File: config.mk
export PLATFORM = sky130hd
export DESIGN_NAME = noc_flit_sink_axis
export DESIGN_NICKNAME = d
export VERILOG_FILES = /design/src/rtl/noc_flit_sink_axis.sv
export SDC_FILE = /design/constraint.sdc
export NUM_CORES = 1
export LEC_CHECK = 0
export CAP_MARGIN = 10
export CORE_ASPECT_RATIO = 0.8
export CORE_UTILIZATION = 49
export DETAILED_ROUTE_END_ITERATION = 10
export PLACE_DENSITY = 0.78
export SLEW_MARGIN = 20
export SYNTH_ARGS = -nofsm -noshare
export SYNTH_HDL_FRONTEND = slang
export SYNTH_SLANG_ARGS = --single-unit
File: constraint.sdc
create_clock -name clk_noc -period 2 [get_ports clk_noc]
set_clock_uncertainty 0.05 [all_clocks]
set_input_delay 0.6 -clock clk_noc [delete_from_list [all_inputs] [get_ports clk_noc]]
set_output_delay 0.6 -clock clk_noc [all_outputs]
set_load 0.03 [all_outputs]
File: src/rtl/noc_flit_sink_axis.sv
`timescale 1ns/1ps
// Credit-based NoC flit sink: buffers incoming flits, returns one credit per
// consumed flit and packs SERIALIZATION_FACTOR flits into each AXI4-Stream beat.
module noc_flit_sink_axis #(
    parameter int TDATA_WIDTH          = 32,
    parameter int TID_WIDTH            = 2,
    parameter int TDEST_WIDTH          = 4,
    parameter int SERIALIZATION_FACTOR = 2,
    parameter int FLIT_WIDTH           = TDATA_WIDTH / SERIALIZATION_FACTOR,
    parameter int DEST_WIDTH           = TDEST_WIDTH + TID_WIDTH,
    parameter int BUFFER_DEPTH         = 4
) (
    input  logic                   clk_noc,
    input  logic                   rst_noc,
    input  logic [FLIT_WIDTH-1:0]  data_in,
    input  logic [DEST_WIDTH-1:0]  dest_in,
    input  logic                   is_tail_in,
    input  logic                   send_in,
    output logic                   credit_out,
    output logic                   axis_tvalid,
    input  logic                   axis_tready,
    output logic [TDATA_WIDTH-1:0] axis_tdata,
    output logic                   axis_tlast,
    output logic [TID_WIDTH-1:0]   axis_tid,
    output logic [TDEST_WIDTH-1:0] axis_tdest,
    output logic                   overflow_err
);

    localparam int SF          = SERIALIZATION_FACTOR;
    localparam int PTR_WIDTH   = (BUFFER_DEPTH > 1) ? $clog2(BUFFER_DEPTH) : 1;
    localparam int CNT_WIDTH   = $clog2(BUFFER_DEPTH + 1);
    localparam int K_WIDTH     = (SF > 1) ? $clog2(SF) : 1;
    localparam int ENTRY_WIDTH = FLIT_WIDTH + DEST_WIDTH + 1;

    localparam logic [0:0] ST_COLLECT = 1'b0;
    localparam logic [0:0] ST_HOLD    = 1'b1;

    logic [ENTRY_WIDTH-1:0] mem [BUFFER_DEPTH];
    logic [PTR_WIDTH-1:0]   wr_ptr;
    logic [PTR_WIDTH-1:0]   rd_ptr;
    logic [CNT_WIDTH-1:0]   count;
    logic                   fifo_empty;
    logic                   fifo_full;
    logic                   push;
    logic                   pop;
    logic                   drop;

    logic [FLIT_WIDTH-1:0]  head_data;
    logic [DEST_WIDTH-1:0]  head_dest;
    logic                   head_tail;

    logic [0:0]             state;
    logic [K_WIDTH-1:0]     k;

    assign fifo_empty = (count == '0);
    assign fifo_full  = (count == CNT_WIDTH'(BUFFER_DEPTH));
    assign {head_data, head_dest, head_tail} = mem[rd_ptr];

    // A handshake in HOLD frees the output register, so the next flit can be
    // popped in the same cycle as flit 0 of the following beat.
    assign pop  = !fifo_empty && ((state == ST_COLLECT) || axis_tready);
    // A pop frees a slot in the same cycle, so a full FIFO still accepts.
    assign push = send_in && (!fifo_full || pop);
    assign drop = send_in && fifo_full && !pop;

    assign axis_tvalid = (state == ST_HOLD);

    // NOTE: the storage array has no reset; the pointers and count alone
    // define which entries are valid, so stale contents are never observed.
    always_ff @(posedge clk_noc) begin
        if (push) begin
            mem[wr_ptr] <= {data_in, dest_in, is_tail_in};
        end
    end

    // NOTE: every sequential block uses non-blocking assignments so that all
    // registers sample the pre-edge values regardless of block ordering.
    always_ff @(posedge clk_noc or posedge rst_noc) begin
        if (rst_noc) begin
            wr_ptr <= '0;
            rd_ptr <= '0;
            count  <= '0;
        end else begin
            if (push) begin
                wr_ptr <= (wr_ptr == PTR_WIDTH'(BUFFER_DEPTH - 1)) ? '0 : wr_ptr + PTR_WIDTH'(1);
            end
            if (pop) begin
                rd_ptr <= (rd_ptr == PTR_WIDTH'(BUFFER_DEPTH - 1)) ? '0 : rd_ptr + PTR_WIDTH'(1);
            end
            case ({push, pop})
                2'b10:   count <= count + CNT_WIDTH'(1);
                2'b01:   count <= count - CNT_WIDTH'(1);
                default: count <= count;
            endcase
        end
    end

    always_ff @(posedge clk_noc or posedge rst_noc) begin
        if (rst_noc) begin
            credit_out   <= 1'b0;
            overflow_err <= 1'b0;
        end else begin
            credit_out <= pop;
            if (drop) begin
                overflow_err <= 1'b1;
            end
        end
    end

    // Beat assembler: flit k lands in slice k (LSB first); a tail flit or the
    // last slot closes the beat and moves to HOLD.
    always_ff @(posedge clk_noc or posedge rst_noc) begin
        if (rst_noc) begin
            state      <= ST_COLLECT;
            k          <= '0;
            axis_tdata <= '0;
            axis_tlast <= 1'b0;
            axis_tid   <= '0;
            axis_tdest <= '0;
        end else if (pop) begin
            if ((state == ST_HOLD) || (k == '0)) begin
                axis_tdata <= TDATA_WIDTH'(head_data);
                axis_tid   <= head_dest[DEST_WIDTH-1 -: TID_WIDTH];
                axis_tdest <= head_dest[TDEST_WIDTH-1:0];
                axis_tlast <= head_tail;
                if ((SF == 1) || head_tail) begin
                    state <= ST_HOLD;
                    k     <= '0;
                end else begin
                    state <= ST_COLLECT;
                    k     <= K_WIDTH'(1);
                end
            end else begin
                axis_tdata[int'(k) * FLIT_WIDTH +: FLIT_WIDTH] <= head_data;
                axis_tlast <= head_tail;
                if (head_tail || (k == K_WIDTH'(SF - 1))) begin
                    state <= ST_HOLD;
                    k     <= '0;
                end else begin
                    k <= k + K_WIDTH'(1);
                end
            end
        end else if ((state == ST_HOLD) && axis_tready) begin
            state <= ST_COLLECT;
        end
    end

endmodule

==> impl_metrics.toml, run 1 <==
[run_status]
status = "finished clean"

[synth]
synth_top_area_frac = 0.506
syn_avg_cell_area_sq_um = 19.8
synth_top_cell_by_area = "edfxtp_1"
yosysSeqAreaShare = 0.736
syn_inst = 275
synthesis.nets = 308
yosys_warnings = 0
synth_cell_types = 38
synth-seq-cells = 142
netlist_area_sq_mm = 0.00546
netlist_top_cells_area = "edfxtp_1, dfrtp_1, mux4_2"

[floorplan]
die_h_microns = 96.4
boundaryPins = 69
rows = 34
start_util = 0.503
die_width_microns = 120
coreArea_sq_mm = 0.0108
die-area_sq_mm = 0.0116

[place]
place_inst = 503
gp_congestion = 0.800
place_area_sq_mm = 0.00656
place_hpwl_microns = 6520
port_buffers = 68

[cts]
clock_path_buffers = 2
clkSinkCount = 142
root_buffer = "clkbuf_16"
post_cts_buffers = 0
numCtsBuffers = 17
ctsHtreeMaxLevel = 4
clk_latency_ps = 410
tritoncts = "done"
clk_pin_slew_ps = 60

[routing]
drt-vias-per-instance = 5.49
via_count = 2939
wl_microns = 10300
wire_per_inst_microns = 19.2
drtAntennaViolNets = 0
drtIter0Drc = 167
drtPass1Iterations = 4
drc = 0

[global_route]
grt_overflow = 0
grt_pass1_vias = 3007
grt_pass1_wl_microns = 16200
antenna_found_initial = 0
grt_max_degree = 51
grt.total_usage = 0.198

[pwr]
p_leak_nw = 2.81
powerDensity_mw_per_mm2 = 1760
vdd.ir_drop.worst_uv = 916

[min_path]
hold_path_depth = 1
min_path_type = "register to register"

[layout]
fillers = 751
num_antenna_cells = 0
stdcell_area_sq_mm = 0.00716
final_layout_size_suffix_gt1_frac = 0.320
multi_input_area_sq_mm = 0.00133
post-route-util = 0.660
seq_area_sq_mm = 0.00402
syn_to_final_growth_pct = 31.1
mostFrequentLayoutCells = "edfxtp_1, dfrtp_1, dlygate4sd2_1"
layout_commonest_cell = "edfxtp_1"
final_nets = 411
fin_cells = 535

[critical_path]
crit_slowest_cell = "fa_1"
worstPathArrival_ps = 2150
reg2reg_depth = 6
path_cells = "or3_4 > nand3_1 > fa_1 > inv_1 > o211ai_1 > a221oi_1"
worstSetupStartpointType = "register"
crit_type = "register to register"
cp-end-kind = "register"
slowest_delay_ps = 430
worstPathRequired_ps = 2250
critPathMaxFanout = 5

[timing]
relSlewSlack = 0.732
final.setup.tns_ps = 0
maxSlewViolCount = 0
hold_viol_final = 0
rsz0062_at_grt = "false"
max_freq_mhz = 527
post-route-min-period_ps = 1900
finalCritPeriodShare = 0.949
setup_viol = 0
worst_slew_pin_slew_ps = 403

[flow_run]
cap_violations = 0
==> metal layers <==
| metal | GRT usage | share of wire | vias up |
|---|---|---|---|
| met4 | 0.0823 | 0.012 | 0 |
| met5 | 0 | 0 | - |
| met2 | 0.307 | 0.47 | 84 |
| met1 | 0.260 | 0.46 | 1551 |
| li1 | - | - | 1290 |
| met3 | 0.0669 | 0.053 | 14 |
==> state kept, by name (all words and copies together) (netlist names) <==
| name | cells |
|---|---|
| axis_tvalid | 1 |
| axis_tdata | 32 |
| mem | 92 |
| k | 1 |
| axis_tid | 2 |
| credit_out | 1 |
| axis_tdest | 4 |
| rd_ptr | 2 |
| count | 3 |
| wr_ptr | 2 |
| overflow_err | 1 |
| axis_tlast | 1 |
==> path summary, 6_finish.rpt <==
check	start	to	slack [ps]
worst max-delay path	count[0]	count[1]	100
worst min-delay path	axis_tlast	axis_tlast	420
worst max register to register	count[0]	count[1]	100
worst min register to register	axis_tlast	axis_tlast	420
max in group asynchronous	rst_noc	rd_ptr[0]	1130
min in group asynchronous	rst_noc	axis_tdest[1]	530
==> metrics by stage <==
stage               power [mW]  hold WS, ps  setup slack (ps)
finish                    12.6          421               102
global route              13.2          454              3.75
CTS                       12.7          424              17.3
detailed placement        9.59          416              -397
global placement          9.45          410              -330
floorplan                 7.65          435              -112
==> synthesized netlist by cell type <==
cell type  instances
a21o_1             1
a21oi_1            1
a221oi_1           1
a22o_1            16
a31oi_1            1
a41o_1             1
and2_1             4
and2_4             1
and3_1             1
buf_2              4
buf_4              4
buf_6              4
clkbuf_1           3
dfrtp_1           50
edfxtp_1          92
fa_1               1
ha_1               5
inv_1              8
mux2_2            26
mux2i_1            1
mux4_2            23
nand2_1            3
nand2b_1           2
nand3_1            1
nand3b_1           1
nand4bb_1          1
nor2_1             3
nor2b_1            2
nor3_1             2
nor3_2             2
o211ai_1           3
o221ai_1           1
o31a_1             1
or3_1              1
or3_4              1
or3b_2             1
xnor2_1            1
xor2_1             1
==> final cells by class <==
type	instances	area share
Clock buffer	20	0.0652
Clock inverter	12	0.0255
Inverter	8	0.00420
Multi-Input combinational cell	110	0.185
Sequential cell	142	0.561
Tap cell	144	0.0252
Timing Repair Buffer	99	0.134
==> critical path, delay by kind of cell, from the launching register on <==
family                     cells  cell delay, ps
and+or+nand+nor                2             540
adders and majority gates      1             430
DFF                            1             370
buffers and inverters          1              70
AOI/OAI and AO/OA              2             340
==> report_power, final <==
part	internal, mW	switching [mW]
Clock	2.20	1.19
Combinational	2.18	2.51
Sequential	4.08	0.456
==> kinds of logic after synthesis <==
logic type / synth area share
DFF: 0.736
AOI/OAI and AO/OA: 0.0399
xor gates and xnor gates: 0.00321
and+or+nand+nor: 0.0307
buffers and inverters: 0.0250
muxes: 0.150
adders and majority gates: 0.0151
==> repair_timing <==
action                                  in CTS  in global routing
endpoints found under the setup margin      43                  1
hold buffers                                 0                  0
resized for setup                           44                  2
pin swaps                                    2                  0
Note: power is estimated with default switching activity, not from simulation.
==> run 2, diff against run 1 <==
--- a/config.mk
+++ b/config.mk
@@ -10,6 +10,7 @@
 export CORE_UTILIZATION = 49
 export DETAILED_ROUTE_END_ITERATION = 10
 export PLACE_DENSITY = 0.78
+export SKIP_CTS_REPAIR_TIMING = 1
 export SLEW_MARGIN = 20
 export SYNTH_ARGS = -nofsm -noshare
 export SYNTH_HDL_FRONTEND = slang
==> run 2 against run 1 <==
Routed wire length decreased by 0.63%. Clock power about the same. Sequential power about the same. Combinational power increased by 4.9%. Sequential cell count unchanged. Largest cell class unchanged. Sequential share of layout area decreased by 1.2 points.
==> impl_metrics.toml, run 2 (synthesized netlist as in run 1, its figures left out) <==
[run_status]
status = "finished clean"

[routing]
wire_per_inst_microns = 19.0
drt-vias-per-instance = 5.44
drtPass1Iterations = 4
wl_microns = 10200
drc = 0
drtIter0Drc = 171
via_count = 2910
drtAntennaViolNets = 0

[timing]
final.setup.tns_ps = 0
rsz0062_at_grt = "false"
maxSlewViolCount = 0
relSlewSlack = 0.732
max_freq_mhz = 523
worst_slew_pin_slew_ps = 402
post-route-min-period_ps = 1910
setup_viol = 0
finalCritPeriodShare = 0.955
hold_viol_final = 0

[cts]
numCtsBuffers = 17
root_buffer = "clkbuf_16"
clk_pin_slew_ps = 60
clkSinkCount = 142
clk_latency_ps = 410
clock_path_buffers = 2
tritoncts = "done"
ctsHtreeMaxLevel = 4

[critical_path]
worstPathArrival_ps = 2140
worstPathRequired_ps = 2230
cp-end-kind = "register"
crit_type = "input pin to register"
critPathMaxFanout = 2
worstSetupStartpointType = "input pin"

[global_route]
grt_overflow = 0
grt_pass1_vias = 2996
antenna_found_initial = 0
grt_max_degree = 51
grt_pass1_wl_microns = 16200
grt.total_usage = 0.198

[layout]
post-route-util = 0.674
regMostFlops = "mem"
reg_top3 = "mem x92, axis_tdata x32, axis_tdest x4"
syn_to_final_growth_pct = 34.0
final_nets = 411
final_layout_size_suffix_gt1_frac = 0.315
largest_reg_flops = 92
num_antenna_cells = 0
mostFrequentLayoutCells = "edfxtp_1, dfrtp_1, dlymetal6s2s_1"
layout_commonest_cell = "edfxtp_1"
fin_cells = 535

[pwr]
power_mw = 12.8
p_leak_nw = 3.21
powerDensity_mw_per_mm2 = 1750
vdd.ir_drop.worst_uv = 940

[floorplan]
die_h_microns = 96.4
die_width_microns = 120
start_util = 0.503
rows = 34
boundaryPins = 69
coreArea_sq_mm = 0.0108
die-area_sq_mm = 0.0116

[place]
port_buffers = 68
place_hpwl_microns = 6520
gp_congestion = 0.800
place_inst = 503

[flow_run]
cap_violations = 0

[min_path]
min_path_type = "register to register"
[run 2: cell types whose count changed in the layout (fill, tap and decap cells not counted)]
cell,before,now
dlymetal6s2s_1,0,43
nand2b_4,1,0
dlygate4sd2_1,42,0
clkbuf_2,1,0
nand2b_1,1,2
[run 2: per-layer routing]
layer	GRT usage	wire length (microns)
met1	0.261	4520
met2	0.305	4880
met3	0.0675	671
met4	0.0813	117
met5	0	0
[run 2: worst max-delay path, cell delays in order]
cell	delay, ps
clkdlybuf4s50_1	430
inv_1	90
nand3_1	90
fa_1	380
nand4bb_1	260
o211ai_1	150
o211ai_1	130
[run 2: area by class of cell]
type,count,area (sq um)
Inverter,8,30.0
Clock buffer,20,467
Sequential cell,142,4020
Clock inverter,12,183
Timing Repair Buffer,99,1120
Fill cell,709,3530
Multi-Input combinational cell,110,1320
Tap cell,144,180
[run 2: path summary, 6_finish.rpt]
check / from / endpoint / slack [ps] / cells after the start
setup / recovery: send_in / count[2] / 90 / 7
hold / removal: axis_tlast / axis_tlast / 420 / 1
setup reg to reg: count[0] / count[1] / 100 / 6
hold reg to reg: axis_tlast / axis_tlast / 420 / 1
max in group asynchronous: rst_noc / rd_ptr[0] / 1130 / 3
min in group asynchronous: rst_noc / axis_tdest[1] / 520 / 3
[run 2: power breakdown]
group / total [mW] / switching (mW) / internal (mW)
registers: 4.52 / 0.446 / 4.08
logic: 4.92 / 2.51 / 2.41
clock network: 3.37 / 1.17 / 2.20
[run 2: stage by stage]
step	worst slack, ps	area (sq um)	hold WS [ps]
final	89.3	7310	421
after detailed placement	-397	6560	416
after floorplan	-112	5460	435
after CTS	-231	7210	429
after global routing	3.75	7310	454
after global placement	-330	6560	410
==> run 3, diff against run 2 <==
--- a/config.mk
+++ b/config.mk
@@ -5,11 +5,12 @@
 export SDC_FILE = /design/constraint.sdc
 export NUM_CORES = 1
 export LEC_CHECK = 0
+export ABC_AREA = 1
 export CAP_MARGIN = 10
 export CORE_ASPECT_RATIO = 0.8
-export CORE_UTILIZATION = 49
+export CORE_UTILIZATION = 50
 export DETAILED_ROUTE_END_ITERATION = 10
-export PLACE_DENSITY = 0.78
+export PLACE_DENSITY = 0.79
 export SKIP_CTS_REPAIR_TIMING = 1
 export SLEW_MARGIN = 20
 export SYNTH_ARGS = -nofsm -noshare
==> run 3 against run 2 <==
Critical path depth is 4 higher. Setup slack better by 16 ps. Core utilization is 2.8 points higher. Combinational power is 1% higher. Clock power is 3% higher. Register-to-register slack better by 230 ps. Die area is 0.90% lower. Sequential power is 3% lower. Cell count is 32% higher. Sequential cell count stayed put. Largest cell class unchanged.
==> impl_metrics.toml, run 3 <==
[synth]
syn_inst = 461
syn_avg_cell_area_sq_um = 12.0
synth_top_cell_by_area = "edfxtp_1"
netlist_top_cells_area = "edfxtp_1, dfrtp_1, nand2_1"
yosys_warnings = 0
synthesis.nets = 494
yosysSeqAreaShare = 0.728
synth_ff_type = "edfxtp_1"
synth_cell_types = 24
synth_top_area_frac = 0.501
synth_most_common_cell = "nand2_1"
synth.cells.most_frequent = "nand2_1, edfxtp_1, dfrtp_1, nand3_1, o21ai_0"
netlist_area_sq_mm = 0.00552
synth-edff-count = 92
synth-seq-cells = 142
async_flop_share = 0.352

[cts]
clkSinkCount = 142
clock_path_buffers = 2
ctsHtreeMaxLevel = 4
clk_pin_slew_ps = 60
root_buffer = "clkbuf_16"
tritoncts = "done"
numCtsBuffers = 17
clk_latency_ps = 410

[timing]
max_freq_mhz = 528
hold_viol_final = 0
maxSlewViolCount = 0
hold_ws_ps = 411
worst_slew_pin_slew_ps = 570
setup_viol = 0
relSlewSlack = 0.619
finalCritPeriodShare = 0.948
post-route-min-period_ps = 1900
rsz0062_at_grt = "false"

[min_path]
hold_path_depth = 2
hp-start = "overflow_err"
min_path_type = "register to register"
holdPathEnd = "overflow_err"

[global_route]
met2_usage = 0.378
grt_overflow = 0
grt_busiest_layer = "met2"
grt.total_usage = 0.235
antenna_found_initial = 0
met3_usage = 0.0628
grtUsageMet1 = 0.305
grt_pass1_wl_microns = 19500
grt_pass1_vias = 3768
grt_max_degree = 51

[critical_path]
path_cells = "clkdlybuf4s50_1 > inv_1 > nand2_1 > nand3_1 > fa_1 > nand4_1 > nand2_1 > nand2_1 > nand2_1 > nand2_1 > inv_1"
worstSetupStartpointType = "input pin"
cp_num_buf_inv = 3
cp_top_family = "simple AND/OR/NAND/NOR gates"
worstPathArrival_ps = 2160
timing.rr.start = "count[2]"
cp-end-kind = "register"
reg2reg_depth = 10
rr_endpoint = "count[2]"
regToRegSetupSlack_ps = 330
crit_type = "input pin to register"
slowest_delay_ps = 460
worstPathRequired_ps = 2260
critical_path_depth = 11
crit_slowest_cell = "clkdlybuf4s50_1"
critPathMaxFanout = 3
worst_path_most_repeated_cell = "nand2_1"

[routing]
wire_per_inst_microns = 16.8
drtPass1Iterations = 5
via_count = 3721
drtIter0Drc = 341
drtAntennaViolNets = 0
wl_microns = 11900
drt-vias-per-instance = 5.26
drc = 0

[floorplan]
die_h_microns = 96.0
start_util = 0.526
rows = 33
boundaryPins = 69
coreArea_sq_mm = 0.0105
die-area_sq_mm = 0.0115
die_width_microns = 119

[pwr]
combPwrFrac = 0.387
p_clk_frac = 0.271
vdd.ir_drop.worst_uv = 799
p_leak_nw = 3.39
pwr-share-seq = 0.342
p_switching_mw = 4.66
power_mw = 12.9
swShare = 0.363
powerDensity_mw_per_mm2 = 1750
internal_power_mw = 8.19

[layout]
post-route-util = 0.702
layout_commonest_cell = "nand2_1"
syn_to_final_growth_pct = 33.5
mostFrequentLayoutCells = "nand2_1, edfxtp_1, dfrtp_1"
final_nets = 588
num_antenna_cells = 0
largest_reg_flops = 92
regMostFlops = "mem"
final_layout_size_suffix_gt1_frac = 0.125
fillers = 707
reg_top3 = "mem x92, axis_tdata x32, axis_tdest x4"

[place]
port_buffers = 68
place_hpwl_microns = 7490
gp_congestion = 0.788

[run_status]
status = "finished clean"

[flow_run]
cap_violations = 0
[run 3: changes by cell type after synthesis, sizes merged, moves of 16 or more]
cell,delta
mux2,-26
nand2,+139
mux4,-23
nor2,+23
o21a,+16
o21ai,+39
nand3,+35
a22o,-16
[run 3: how the worst max path moves through the flow]
stage                      startpoint     endpoint  slack (ps)
after floorplan           axis_tready    mem[0][0]         -50
after global placement    axis_tready   mem[3][18]        -220
after detailed placement  axis_tready     count[2]        -280
after CTS                 axis_tvalid  axis_tvalid        -190
after global routing      axis_tready     count[2]           5
final                     axis_tready     count[2]         100
[run 3: logic make-up (layout without fill, tap and decap cells)]
family / after synthesis / after routing / synth area share
simple gates: 205 / 205 / 0.151
flops: 142 / 142 / 0.728
compound gates: 67 / 67 / 0.0705
buf+inv: 40 / 147 / 0.0340
fa+ha+maj: 6 / 6 / 0.0150
xor+xnor: 1 / 1 / 0.00159
[run 3: metrics by stage]
| step | setup TNS (ps) | setup slack [ps] | std cells | area (sq um) |
|---|---|---|---|---|
| 3_3_place_gp | -23440 | -217 | 676 | 6560 |
| 4_1_cts | -4900 | -190 | 708 | 7260 |
| 6_report | 0 | 105 | 708 | 7360 |
| 2_1_floorplan | -5050 | -54.9 | 461 | 5530 |
| 5_1_grt | 0 | 4.51 | 708 | 7360 |
| 3_5_place_dp | -24550 | -283 | 676 | 6560 |
[run 3: layout make-up]
| type | instances | area, sq um | share of cell area |
|---|---|---|---|
| clock buffers | 28 | 646 | 0.0877 |
| clock inverters | 4 | 47.5 | 0.00646 |
| inverters | 19 | 71.3 | 0.00969 |
| multi-input cells | 279 | 1330 | 0.180 |
| flip-flops and latches | 142 | 4010 | 0.545 |
| well taps | 140 | 175 | 0.0238 |
| repair buffers | 96 | 1080 | 0.147 |
[run 3: power by group through the flow]
| stage | clock (mW) | combinational [mW] | sequential [mW] |
|---|---|---|---|
| 6_report | 3.48 | 4.98 | 4.40 |
| 3_3_place_gp | 0 | 4.82 | 4.41 |
| 5_1_grt | 3.67 | 5.45 | 4.48 |
| 2_1_floorplan | 0 | 2.25 | 5.20 |
| 3_5_place_dp | 0 | 5.01 | 4.46 |
| 4_1_cts | 3.53 | 5.06 | 4.42 |
[run 3: per-layer routing]
layer | wire [microns] | vias to the layer above
li1 | - | 1771
met1 | 5230 | 1813
met2 | 5850 | 125
met3 | 669 | 12
met4 | 172 | 0
met5 | 0 | -
[run 3: worst reg2reg max path, stage by stage, from the launching register on]
cell	delay, ps
dfrtp_1	380
inv_1	80
nand2_2	120
nand3_1	130
fa_1	420
nand4_1	120
nand2_1	80
nand2_1	70
nand2_1	50
nand2_1	50
inv_1	30
